--- src/rtl/rom_stream_reader_if.sv ---
// Command, ROM-port and output-stream signals of rom_stream_reader.
// The reader takes the master view; the command source, ROM and consumer take the slave view.
interface rom_stream_reader_if #(
  parameter int ADDR_WIDTH = 6,
  parameter int DATA_WIDTH = 16
);
  logic                  start;
  logic [ADDR_WIDTH-1:0] start_addr;
  logic [ADDR_WIDTH:0]   length;
  logic [ADDR_WIDTH-1:0] rom_addr;
  logic [DATA_WIDTH-1:0] rom_rdata;
  logic [DATA_WIDTH-1:0] m_data;
  logic                  m_valid;
  logic                  m_ready;
  logic                  m_last;
  logic                  busy;
  logic                  done;

  modport master (
    input  start, start_addr, length, rom_rdata, m_ready,
    output rom_addr, m_data, m_valid, m_last, busy, done
  );

  modport slave (
    output start, start_addr, length, rom_rdata, m_ready,
    input  rom_addr, m_data, m_valid, m_last, busy, done
  );
endinterface

--- src/rtl/rom_stream_reader.sv ---
// Streams a wrap-around address range of an async-read ROM; first word valid 1 cycle after start.
// Output register holds data, last flag and ROM address while m_valid && !m_ready.
module rom_stream_reader #(
  parameter int ADDR_WIDTH   = 6,
  parameter int DATA_WIDTH   = 16,
  parameter int MEM_CAPACITY = 64
) (
  input logic                clk,
  input logic                rst_n,
  rom_stream_reader_if.master bus
);
  localparam logic [ADDR_WIDTH:0]   CAP       = (ADDR_WIDTH+1)'(MEM_CAPACITY);
  localparam logic [ADDR_WIDTH:0]   ONE       = (ADDR_WIDTH+1)'(1);
  localparam logic [ADDR_WIDTH-1:0] LAST_ADDR = ADDR_WIDTH'(MEM_CAPACITY - 1);

  typedef enum logic {IDLE, STREAM} state_t;

  state_t                state_q, state_d;
  logic [ADDR_WIDTH-1:0] addr_q, addr_d;
  logic [DATA_WIDTH-1:0] data_q, data_d;
  logic                  valid_q, valid_d;
  logic                  last_q, last_d;
  logic                  done_q, done_d;
  logic [ADDR_WIDTH:0]   rem_q, rem_d;
  logic                  hs, load;

  always_ff @(posedge clk or negedge rst_n) begin
    if (!rst_n) begin
      state_q <= IDLE;
      addr_q  <= '0;
      data_q  <= '0;
      valid_q <= 1'b0;
      last_q  <= 1'b0;
      done_q  <= 1'b0;
      rem_q   <= '0;
    end else begin
      state_q <= state_d;
      addr_q  <= addr_d;
      data_q  <= data_d;
      valid_q <= valid_d;
      last_q  <= last_d;
      done_q  <= done_d;
      rem_q   <= rem_d;
    end
  end

  always_comb begin
    state_d = state_q;
    addr_d  = addr_q;
    data_d  = data_q;
    valid_d = valid_q;
    last_d  = last_q;
    rem_d   = rem_q;
    done_d  = 1'b0;
    hs      = valid_q && bus.m_ready;
    load    = (state_q == STREAM) && (rem_q != '0) && (!valid_q || bus.m_ready);

    case (state_q)
      IDLE: begin
        if (bus.start) begin
          if (bus.length != '0) begin
            addr_d  = ADDR_WIDTH'(int'(bus.start_addr) % MEM_CAPACITY);
            rem_d   = (bus.length > CAP) ? CAP : bus.length;
            state_d = STREAM;
          end else begin
            done_d = 1'b1;
          end
        end
      end
      STREAM: begin
        if (load) begin
          data_d  = bus.rom_rdata;
          valid_d = 1'b1;
          last_d  = (rem_q == ONE);
          rem_d   = rem_q - ONE;
          addr_d  = (addr_q == LAST_ADDR) ? '0 : addr_q + ADDR_WIDTH'(1);
        end else if (hs) begin
          valid_d = 1'b0;
          last_d  = 1'b0;
        end
        // The final word is never followed by a load, so this edge only retires it.
        if (hs && last_q) begin
          state_d = IDLE;
          done_d  = 1'b1;
        end
      end
      default: state_d = IDLE;
    endcase
  end

  assign bus.rom_addr = addr_q;
  assign bus.m_data   = data_q;
  assign bus.m_valid  = valid_q;
  assign bus.m_last   = last_q;
  assign bus.busy     = (state_q == STREAM);
  assign bus.done     = done_q;
endmodule

--- src/flat_wrapper.sv ---
// flat-port wrapper written by rule: the top's interface ports become plain ports
module rom_stream_reader_flat 
#(
  parameter int ADDR_WIDTH   = 6,
  parameter int DATA_WIDTH   = 16,
  parameter int MEM_CAPACITY = 64
)
  (clk, rst_n, bus_start, bus_start_addr, bus_length, bus_rom_rdata, bus_m_ready, bus_rom_addr, bus_m_data, bus_m_valid, bus_m_last, bus_busy, bus_done);
  rom_stream_reader_if #(.ADDR_WIDTH(ADDR_WIDTH), .DATA_WIDTH(DATA_WIDTH)) bus_i ();
  input logic clk;
  input logic rst_n;
  input wire logic [$bits(bus_i.start)-1:0] bus_start;
  input wire logic [$bits(bus_i.start_addr)-1:0] bus_start_addr;
  input wire logic [$bits(bus_i.length)-1:0] bus_length;
  input wire logic [$bits(bus_i.rom_rdata)-1:0] bus_rom_rdata;
  input wire logic [$bits(bus_i.m_ready)-1:0] bus_m_ready;
  output wire logic [$bits(bus_i.rom_addr)-1:0] bus_rom_addr;
  output wire logic [$bits(bus_i.m_data)-1:0] bus_m_data;
  output wire logic [$bits(bus_i.m_valid)-1:0] bus_m_valid;
  output wire logic [$bits(bus_i.m_last)-1:0] bus_m_last;
  output wire logic [$bits(bus_i.busy)-1:0] bus_busy;
  output wire logic [$bits(bus_i.done)-1:0] bus_done;
  assign bus_i.start = bus_start;
  assign bus_i.start_addr = bus_start_addr;
  assign bus_i.length = bus_length;
  assign bus_i.rom_rdata = bus_rom_rdata;
  assign bus_i.m_ready = bus_m_ready;
  assign bus_rom_addr = bus_i.rom_addr;
  assign bus_m_data = bus_i.m_data;
  assign bus_m_valid = bus_i.m_valid;
  assign bus_m_last = bus_i.m_last;
  assign bus_busy = bus_i.busy;
  assign bus_done = bus_i.done;
  rom_stream_reader #(.ADDR_WIDTH(ADDR_WIDTH), .DATA_WIDTH(DATA_WIDTH), .MEM_CAPACITY(MEM_CAPACITY)) u_core (.clk(clk), .rst_n(rst_n), .bus(bus_i));
endmodule
--- config.mk ---
export PLATFORM = sky130hd
export DESIGN_NAME = rom_stream_reader_flat
export DESIGN_NICKNAME = d
export VERILOG_FILES = /design/src/rtl/rom_stream_reader_if.sv /design/src/rtl/rom_stream_reader.sv /design/src/flat_wrapper.sv
export SDC_FILE = /design/constraint.sdc
export NUM_CORES = 1
export LEC_CHECK = 0
export ABC_AREA = 1
export BUFFER_PORTS_ARGS = -buffer_cell sky130_fd_sc_hd__buf_2
export CAP_MARGIN = 40
export CORE_MARGIN = 3
export CORE_UTILIZATION = 50
export DETAILED_ROUTE_END_ITERATION = 12
export HOLD_SLACK_MARGIN = 0.06
export PLACE_DENSITY = 0.85
export SLEW_MARGIN = 15
export SYNTH_ARGS = -nofsm -noshare
export SYNTH_HDL_FRONTEND = slang
export SYNTH_SLANG_ARGS = --single-unit
--- constraint.sdc ---
create_clock -name clk -period 2.1 [get_ports clk]
set_input_delay 0.105 -clock clk [delete_from_list [all_inputs] [get_ports clk]]
set_output_delay 0.105 -clock clk [all_outputs]
set_load 0.02 [all_outputs]
## Word level (Yosys, flattened, before mapping)

Index checks and enable logic that the tools add are counted.
W data, S select, Z words.

| operators by class | value |
|---|---|
| $add $sub $neg | 2 |
| $mul | 0 |
| div/mod/pow operators | 0 |
| $lt $le $gt $ge | 1 |
| eq/ne operators | 5 |
| shift-type cells | 0 |
| mux-type cells | 21 |
| bitwise gates (word level) | 1 |
| reductions and logical operators | 12 |

Operator list:

| cell | count |
|---|---|
| $mux W7 | 4 |
| $mux W6 | 4 |
| $pmux W7 S2 | 1 |
| $reduce_bool A7 Y1 | 2 |
| $pmux W6 S2 | 1 |
| $mux W1 | 9 |
| $eq A7 B1 Y1 const B | 1 |
| $gt A7 B7 Y1 const B | 1 |
| $sub A7 B1 Y7 const B | 1 |
| $add A6 B1 Y6 const B | 1 |
| $eq A6 B6 Y1 const B | 1 |
| $logic_and A1 B1 Y1 | 4 |
| $ne A2 B2 Y1 const B | 2 |
| $pmux W1 S2 | 2 |
| $reduce_and A2 Y1 | 2 |
| $reduce_and A3 Y1 | 1 |
| $ne A2 B1 Y1 const B | 1 |
| $reduce_bool A2 Y1 | 1 |
| $logic_not A1 Y1 | 1 |
| $logic_or A1 B1 Y1 | 1 |
| $not A1 Y1 | 1 |

| word-level totals | value |
|---|---|
| bits in registers | 33 |
| bits in latches | 0 |
| RAM bits | 0 |
| bits in read-only memories | 0 |
| input port bits | 33 |
| output and inout port bits | 26 |
| word-level logic and storage cells | 49 |
| memories | 0 |

## Depth between registers and ports, before layout

Gate-level depths: netlist of run 1.

| depth | value |
|---|---|
| depth after elaboration | 5 |
| depth in mapped cells | 11 |
| depth with buffers taken out | 10 |

## Worst setup path before layout of run 1

No wires, ideal clock.

| path | value |
|---|---|
| path kind | register -> register |
| from | reg u_core.rem_q[0] |
| to | reg u_core.addr_q[2], in the netlist u_core.bus.rom_addr[2] |
| setup time | 0.118 ns |
| arrival time | 1.351 ns |
| data required time | 1.982 ns |
| slack | 0.631 ns |
| stages on the path, launching flop included | 12 |
| buffers on the path | 1 |
| period minus slack after synthesis | 1.469 ns |
| cells stage by stage | dfrtp_1 inv_1 ha_1 nand2_2 nand2_2 nand2_4 nand2_4 nand2_4 nand2_4 buf_6 nand2_1 nand2_1 |

| between the ends | value |
|---|---|
| word-level cells in the longest chain between the ends | 5 |

Ends and longest elaborated chain:

| what | RTL line | source |
|---|---|---|
| start, declared | rom_stream_reader.sv:24 | `logic [ADDR_WIDTH:0] rem_q, rem_d;` |
| start signal, assigned | rom_stream_reader.sv:43 | `rem_q <= rem_d;` |
| $reduce_bool A7 Y1 | rom_stream_reader.sv:56 | `load = (state_q == STREAM) && (rem_q != '0) && (!valid_q \|\| bus.m_ready);` |
| $logic_and A1 B1 Y1 (2 in series) | rom_stream_reader.sv:56 |  |
| $ne A2 B2 Y1 (no line) | - |  |
| $reduce_and A3 Y1 (no line) | - |  |
| end signal, assigned | rom_stream_reader.sv:38 | `addr_q <= addr_d;` |
| end, declared | rom_stream_reader.sv:19 | `logic [ADDR_WIDTH-1:0] addr_q, addr_d;` |

Every way passes these cells.
A chain may end at the register's enable or synchronous reset.

## Worst setup path in the final report of run 1

| path | value |
|---|---|
| from | reg u_core.rem_q[0] |
| to | reg u_core.rem_q[6] |

| between the ends | value |
|---|---|
| word-level cells in the longest chain between the ends | 5 |
| elaborated cells between the ends (all ways) | 8 |
| those cells by class | add/sub (1); eq/ne (1); mux (2); reduce/logical (4) |

Ends and longest elaborated chain:

| what |
|---|
| branches (longest 5 deep; another with $sub A7 B1 Y7) |

Parallel ways; which one is timed is not known. The select of a mux whose other input is x is not followed.

==> results.yml, run 1 <==
run_status:
  outcome: "completed"
worst_setup_path:
  critPathRequiredTime_ns: 2.33
  worstSetupEndpointType: "flop"
  critPathKind: "reg2reg"
  crit_fanout: 18
  reg2reg_to: "u_core.rem_q[6]"
  cp-start-kind: "flop"
  reg2reg_slack_ns: 0.31
  worstReg2RegStart: "u_core.rem_q[0]"
  arrival_ns: 2.02
  worstRegToRegCells: 10
synthesis:
  ys_seq_area_share_pct: 45.33
  yosysMostFrequentCell: "nand2_1"
  synth_area_leaders: "dfrtp_1, nand2_1, nand3_1"
  synth_enable_flop_cells: 0
  synthDistinctLibCells: 20
  ys_warn_count: 0
  synth_top_cell_by_area: "dfrtp_1"
  synth_cells: 248
  ys_async_sr_fraction_pct: 100.0
  synthesis.nets: 284
  avgSynthCellArea_um2: 7.346
  netlist_area_um2: 1822
  synth_common_cells: "nand2_1, nand3_1, dfrtp_1, inv_1, nor2_1"
  synth_flop_cell: "dfrtp_1"
  ys_seq_elements: 33
  synth_top_area_share_pct: 45.33
worst_hold_path:
  hp-class: "in2reg"
  hold-path-cell-count: 5
  whs_endpoint: "u_core.bus.rom_addr[5]"
  hold_start: "bus_start_addr[5]"
timing:
  fin_crit_sh_pct: 85.32
  fin_crit_ns: 1.792
  slew_violations: 0
  rsz0062_at_grt: "false"
  slew-limit-headroom_pct: 51.90
  fin_ws_ns: 0.3082
  skew_ns: 0.0009593
  hold_viol: 0
  finalSetupViolations: 0
  worst_pin_slew_ns: 0.7215
  final.setup.tns_ns: 0
  max_freq_ghz: 0.5581
route:
  drt_first_pass_iters: 4
  wirelength_um: 4716
  met2_length_um: 2410
  routedWlPerCell_um: 12.68
  drc_errors: 0
  drt-initial-drc-count: 88
  top_layer: "met4"
  viasPerCell: 5.118
  ant_nets: 0
  vias: 1904
  m1WireLength_um: 1977
  wl_met3_um: 269
finish:
  fin_cells: 372
  antenna_cells: 0
  syn_to_final_growth_pct: 30.29
  postLayoutCellArea_um2: 2374
  fin_nets: 361
  post_route_cells_drive_above_1_share_pct: 24.85
power_and_ir_drop:
  seqPwrFrac_pct: 33.0
  clockPowerShare_pct: 11.1
  finalPower_uw: 3735
  intPower_uw: 1845
  ir_drop_mv: 1.003
  power_density_nw_per_um2: 1574
  combPwrFrac_pct: 55.9
  leakagePower_uw: 0.001348
  p_sw_uw: 1890
  switching_share_pct: 50.59
placement:
  portBuffers: 58
  dp.cells: 346
  pre_cts_ws_ns: 0.3740
  place_hpwl_um: 3057
  place_congestion: 0.7928
  dpl_cell_area_um2: 2123
grt:
  track_usage_pct: 23.09
  grt_pass1_vias: 1793
  grt-ovfl-total: 0
  antenna_found_initial: 0
  grt_pass1_wl_um: 7783
  grt_max_degree: 34
die:
  start_util_pct: 53.33
  die_w_um: 66.36
  rows: 21
  core_um2: 3416
  die_h_um: 66.36
  io_pins: 59
  die_area_um2: 4404
clock_tree:
  cts.clk_slew.worst_paths_ns: 0.10
  h-tree-depth: 2
  insertion_delay_ns: 0.33
  post-cts-setup-buffer-count: 0
  cts_num_sinks: 33
  max-clock-path-buffers: 2
  cts_resized: 0
  cts_root_buf: "clkbuf_4"
  cts_buffers: 5
  cts_tree: "yes"
flow_run:
  cap_violations: 0
## layout by cell type, fill, tap and decap left out
cell type,instances
nand2_1,107
buf_2,58
nand3_1,40
dfrtp_1,33
dlygate4sd3_1,18
inv_1,15
nor2_1,14
o21ai_0,8
clkbuf_4,5
nand2_4,4
nand4_1,3
ha_1,3
buf_4,3
a21oi_1,2
nor2_2,2
nand2_2,2
or2_2,2
clkbuf_8,2
inv_2,1
o21ai_2,1
nand3b_1,1
o21bai_1,1
clkinv_2,1
## registers in the layout, summed over array words and instances, names as in the netlist
name	flops
u_core.bus.busy	1
u_core.bus.done	1
u_core.bus.m_data	16
u_core.bus.m_last	1
u_core.bus.m_valid	1
u_core.bus.rom_addr	6
u_core.rem_q	7
## power groups by stage
stage / clock [uW] / sequential (uW) / combinational, uW
after global routing: 449 / 1270 / 2340
after global placement: 0 / 1220 / 1980
after CTS: 414 / 1220 / 2070
final: 413 / 1230 / 2090
after detailed placement: 0 / 1220 / 2040
after floorplan: 0 / 1450 / 1320
## worst max path at each step
stage / start / to / slack [ns] / depth (start not counted)
after floorplan: u_core.rem_q[0] / u_core.bus.rom_addr[2] / 0.63 / 11
after global placement: u_core.rem_q[0] / u_core.rem_q[6] / 0.43 / 10
after detailed placement: u_core.rem_q[0] / u_core.rem_q[6] / 0.37 / 10
after CTS: u_core.rem_q[0] / u_core.rem_q[0] / 0.34 / 10
after global routing: u_core.rem_q[0] / u_core.rem_q[0] / 0.16 / 10
final: u_core.rem_q[0] / u_core.rem_q[6] / 0.31 / 10
## area by class of cell
class | count | area, um^2
Clock buffer | 7 | 65.06
Clock inverter | 1 | 5.005
Fill cell | 280 | 1042
Inverter | 16 | 60.06
Multi-Input combinational cell | 190 | 867.1
Sequential cell | 33 | 825.8
Tap cell | 46 | 57.56
Timing Repair Buffer | 79 | 493.0
## layer usage
layer / vias to the layer above / track usage, %
li1: 944 / -
met1: 893 / 28.73
met2: 58 / 39.41
met3: 9 / 6.122
met4: 0 / 6.091
met5: - / 0
## metrics by stage
step / utilization (%) / hold WS [ns]
floorplan: - / -0.1906
global placement: 62.16 / 0.1929
detailed placement: 62.16 / 0.1956
CTS: 69.49 / 0.08696
global route: 69.49 / 0.1047
finish: 69.49 / 0.09286
## worst max-delay path, stage by stage, from the launching register on
cell and delay, ns:
dfrtp_1 0.39, inv_1 0.12, ha_1 0.26, nand2_2 0.11, nand2_2 0.06, nand2_4 0.21, nand2_4 0.08, nand2_4 0.15
nand2_4 0.13, nand2_1 0.10, nand2_1 0.06
## logic make-up after synthesis
family	share of synthesized area [%]
AO/OA/AOI/OAI	3.640
adder cells (fa/ha/maj)	2.061
buffers and inverters	7.073
flip-flops	45.33
AND/OR/NAND/NOR	41.90
## timing repair
action                                  4_1_cts  5_1_grt
hold buffers                                 18        0
endpoints found under the setup margin        0        0
hold endpoints to repair                     51        0
Note: power is estimated with default switching activity, not from simulation.
==> inputs of run 2 (changes only) <==
--- a/config.mk
+++ b/config.mk
@@ -12,7 +12,7 @@
 export CORE_UTILIZATION = 50
 export DETAILED_ROUTE_END_ITERATION = 12
 export HOLD_SLACK_MARGIN = 0.06
-export PLACE_DENSITY = 0.85
+export PLACE_DENSITY = 0.79
 export SLEW_MARGIN = 15
 export SYNTH_ARGS = -nofsm -noshare
 export SYNTH_HDL_FRONTEND = slang
==> results.yml, run 2 (same netlist as run 1, synthesis figures left out) <==
power_and_ir_drop:
  combPwrFrac_pct: 54.4
  ir_drop_mv: 0.9660
  power_density_nw_per_um2: 1594
  p_sw_uw: 1897
  finalPower_uw: 3830
  leakagePower_uw: 0.001355
  seqPwrFrac_pct: 32.2
  clockPowerShare_pct: 13.3
  switching_share_pct: 49.53
  intPower_uw: 1933
clock_tree:
  insertion_delay_ns: 0.34
  cts_resized: 0
  cts_buffers: 5
  post-cts-setup-buffer-count: 0
  cts_num_sinks: 33
  cts.clk_slew.worst_paths_ns: 0.11
  h-tree-depth: 2
  cts_tree: "yes"
  cts_root_buf: "clkbuf_4"
  max-clock-path-buffers: 2
  hold_buffers: 19
worst_hold_path:
  hold_start: "bus_start_addr[2]"
  hp-class: "in2reg"
run_status:
  outcome: "completed"
worst_setup_path:
  crit_start: "u_core.rem_q[0]"
  cpMostUsedCell: "nand2_4"
  cpPeakStageDelay_ns: 0.38
  worstReg2RegStart: "u_core.rem_q[0]"
  critPathBufInv: 1
  worstSetupEndpointType: "flop"
  cp-start-kind: "flop"
  critPathKind: "reg2reg"
  path_cells: "inv_1 -> ha_1 -> nand2_2 -> nand2_2 -> nand2_4 -> nand2_4 -> nand2_4 -> nand2_4 -> nand2_1 -> nand2_1"
  critPathSlowestCell: "dfrtp_1"
  arrival_ns: 2.00
  crit_fanout: 18
  critPathRequiredTime_ns: 2.34
  critical_path.top_delay_family: "simple AND/OR/NAND/NOR gates"
route:
  vias: 1894
  drt_first_pass_iters: 4
  routedWlPerCell_um: 13.12
  drc_errors: 0
  viasPerCell: 5.078
  drt-initial-drc-count: 158
  ant_nets: 0
  wirelength_um: 4894
die:
  die_h_um: 66.36
  die_w_um: 66.36
  die_area_um2: 4404
  io_pins: 59
  core_um2: 3416
  start_util_pct: 53.33
  rows: 21
timing:
  skew_ns: 0.004167
  fin_crit_ns: 1.759
  final.setup.tns_ns: 0
  worst_pin_slew_ns: 0.7215
  max_freq_ghz: 0.5686
  rsz0062_at_grt: "false"
  fin_crit_sh_pct: 83.74
  hold_viol: 0
  slew-limit-headroom_pct: 51.90
  finalSetupViolations: 0
  slew_violations: 0
finish:
  largest_reg_flops: 16
  postLayoutCellArea_um2: 2402
  syn_to_final_growth_pct: 31.87
  antenna_cells: 0
  post_route_cells_drive_above_1_share_pct: 24.77
  mostFrequentLayoutCells: "nand2_1, buf_2, nand3_1"
  mostFrequentLayoutCell: "nand2_1"
  fin_cells: 373
  fin_nets: 362
grt:
  grt_pass1_wl_um: 7948
  grt-ovfl-total: 0
  grt_max_degree: 34
  antenna_found_initial: 0
  track_usage_pct: 24.43
  grt_pass1_vias: 1728
flow_run:
  cap_violations: 0
placement:
  dp.cells: 346
  place_hpwl_um: 3158
  dpl_cell_area_um2: 2123
  portBuffers: 58
  place_congestion: 0.8659
==> run 2: worst reg2reg max path, cell delays in order (launching register included) <==
cell and delay, ns:
dfrtp_1 0.38, inv_1 0.10, ha_1 0.26, nand2_2 0.11
nand2_2 0.06, nand2_4 0.20, nand2_4 0.08, nand2_4 0.15
nand2_4 0.14, nand2_1 0.11, nand2_1 0.05
==> run 2: cell type report <==
class	count	area (um^2)
flip-flops and latches	33	825.8
clock buffers	6	51.30
clock inverters	2	37.54
well taps	46	57.56
inverters	16	60.06
repair buffers	80	503.0
fillers	294	1013
multi-input cells	190	867.1
==> run 2: power by group through the flow <==
stage / Sequential, uW / Combinational, uW / Clock (uW)
floorplan: 1450 / 1320 / 0
CTS: 1220 / 2070 / 516
finish: 1230 / 2080 / 511
global placement: 1220 / 1990 / 0
detailed placement: 1230 / 2030 / 0
global route: 1280 / 2360 / 550
==> run 2: final timing paths <==
kind | endpoint | slack, ns | depth (start not counted)
hold reg to reg | u_core.bus.m_data[9] | 0.47 | 2
setup reg to reg | u_core.rem_q[6] | 0.34 | 10
setup / recovery | u_core.rem_q[6] | 0.34 | 10
min in group asynchronous | u_core.bus.m_data[7] | 0.37 | 2
max in group asynchronous | u_core.bus.m_data[15] | 1.27 | 2
hold / removal | u_core.bus.rom_addr[2] | 0.09 | 5
==> run 2: layer usage <==
| layer | wire, um | GRT usage, % | part of all wire (%) |
|---|---|---|---|
| met1 | 1956 | 30.23 | 40 |
| met2 | 2495 | 39.78 | 51 |
| met3 | 314 | 6.463 | 6.4 |
| met4 | 127 | 10.66 | 2.6 |
| met5 | 0 | 0 | 0 |
==> run 2: stage by stage <==
step                hold WS, ns  setup slack (ns)  util (%)
floorplan               -0.1906            0.6314         -
global placement         0.1949            0.4254     62.16
detailed placement       0.1958            0.3613     62.16
CTS                     0.07652            0.3442     70.33
global route            0.09020            0.1498     70.33
finish                  0.09457            0.3414     70.33
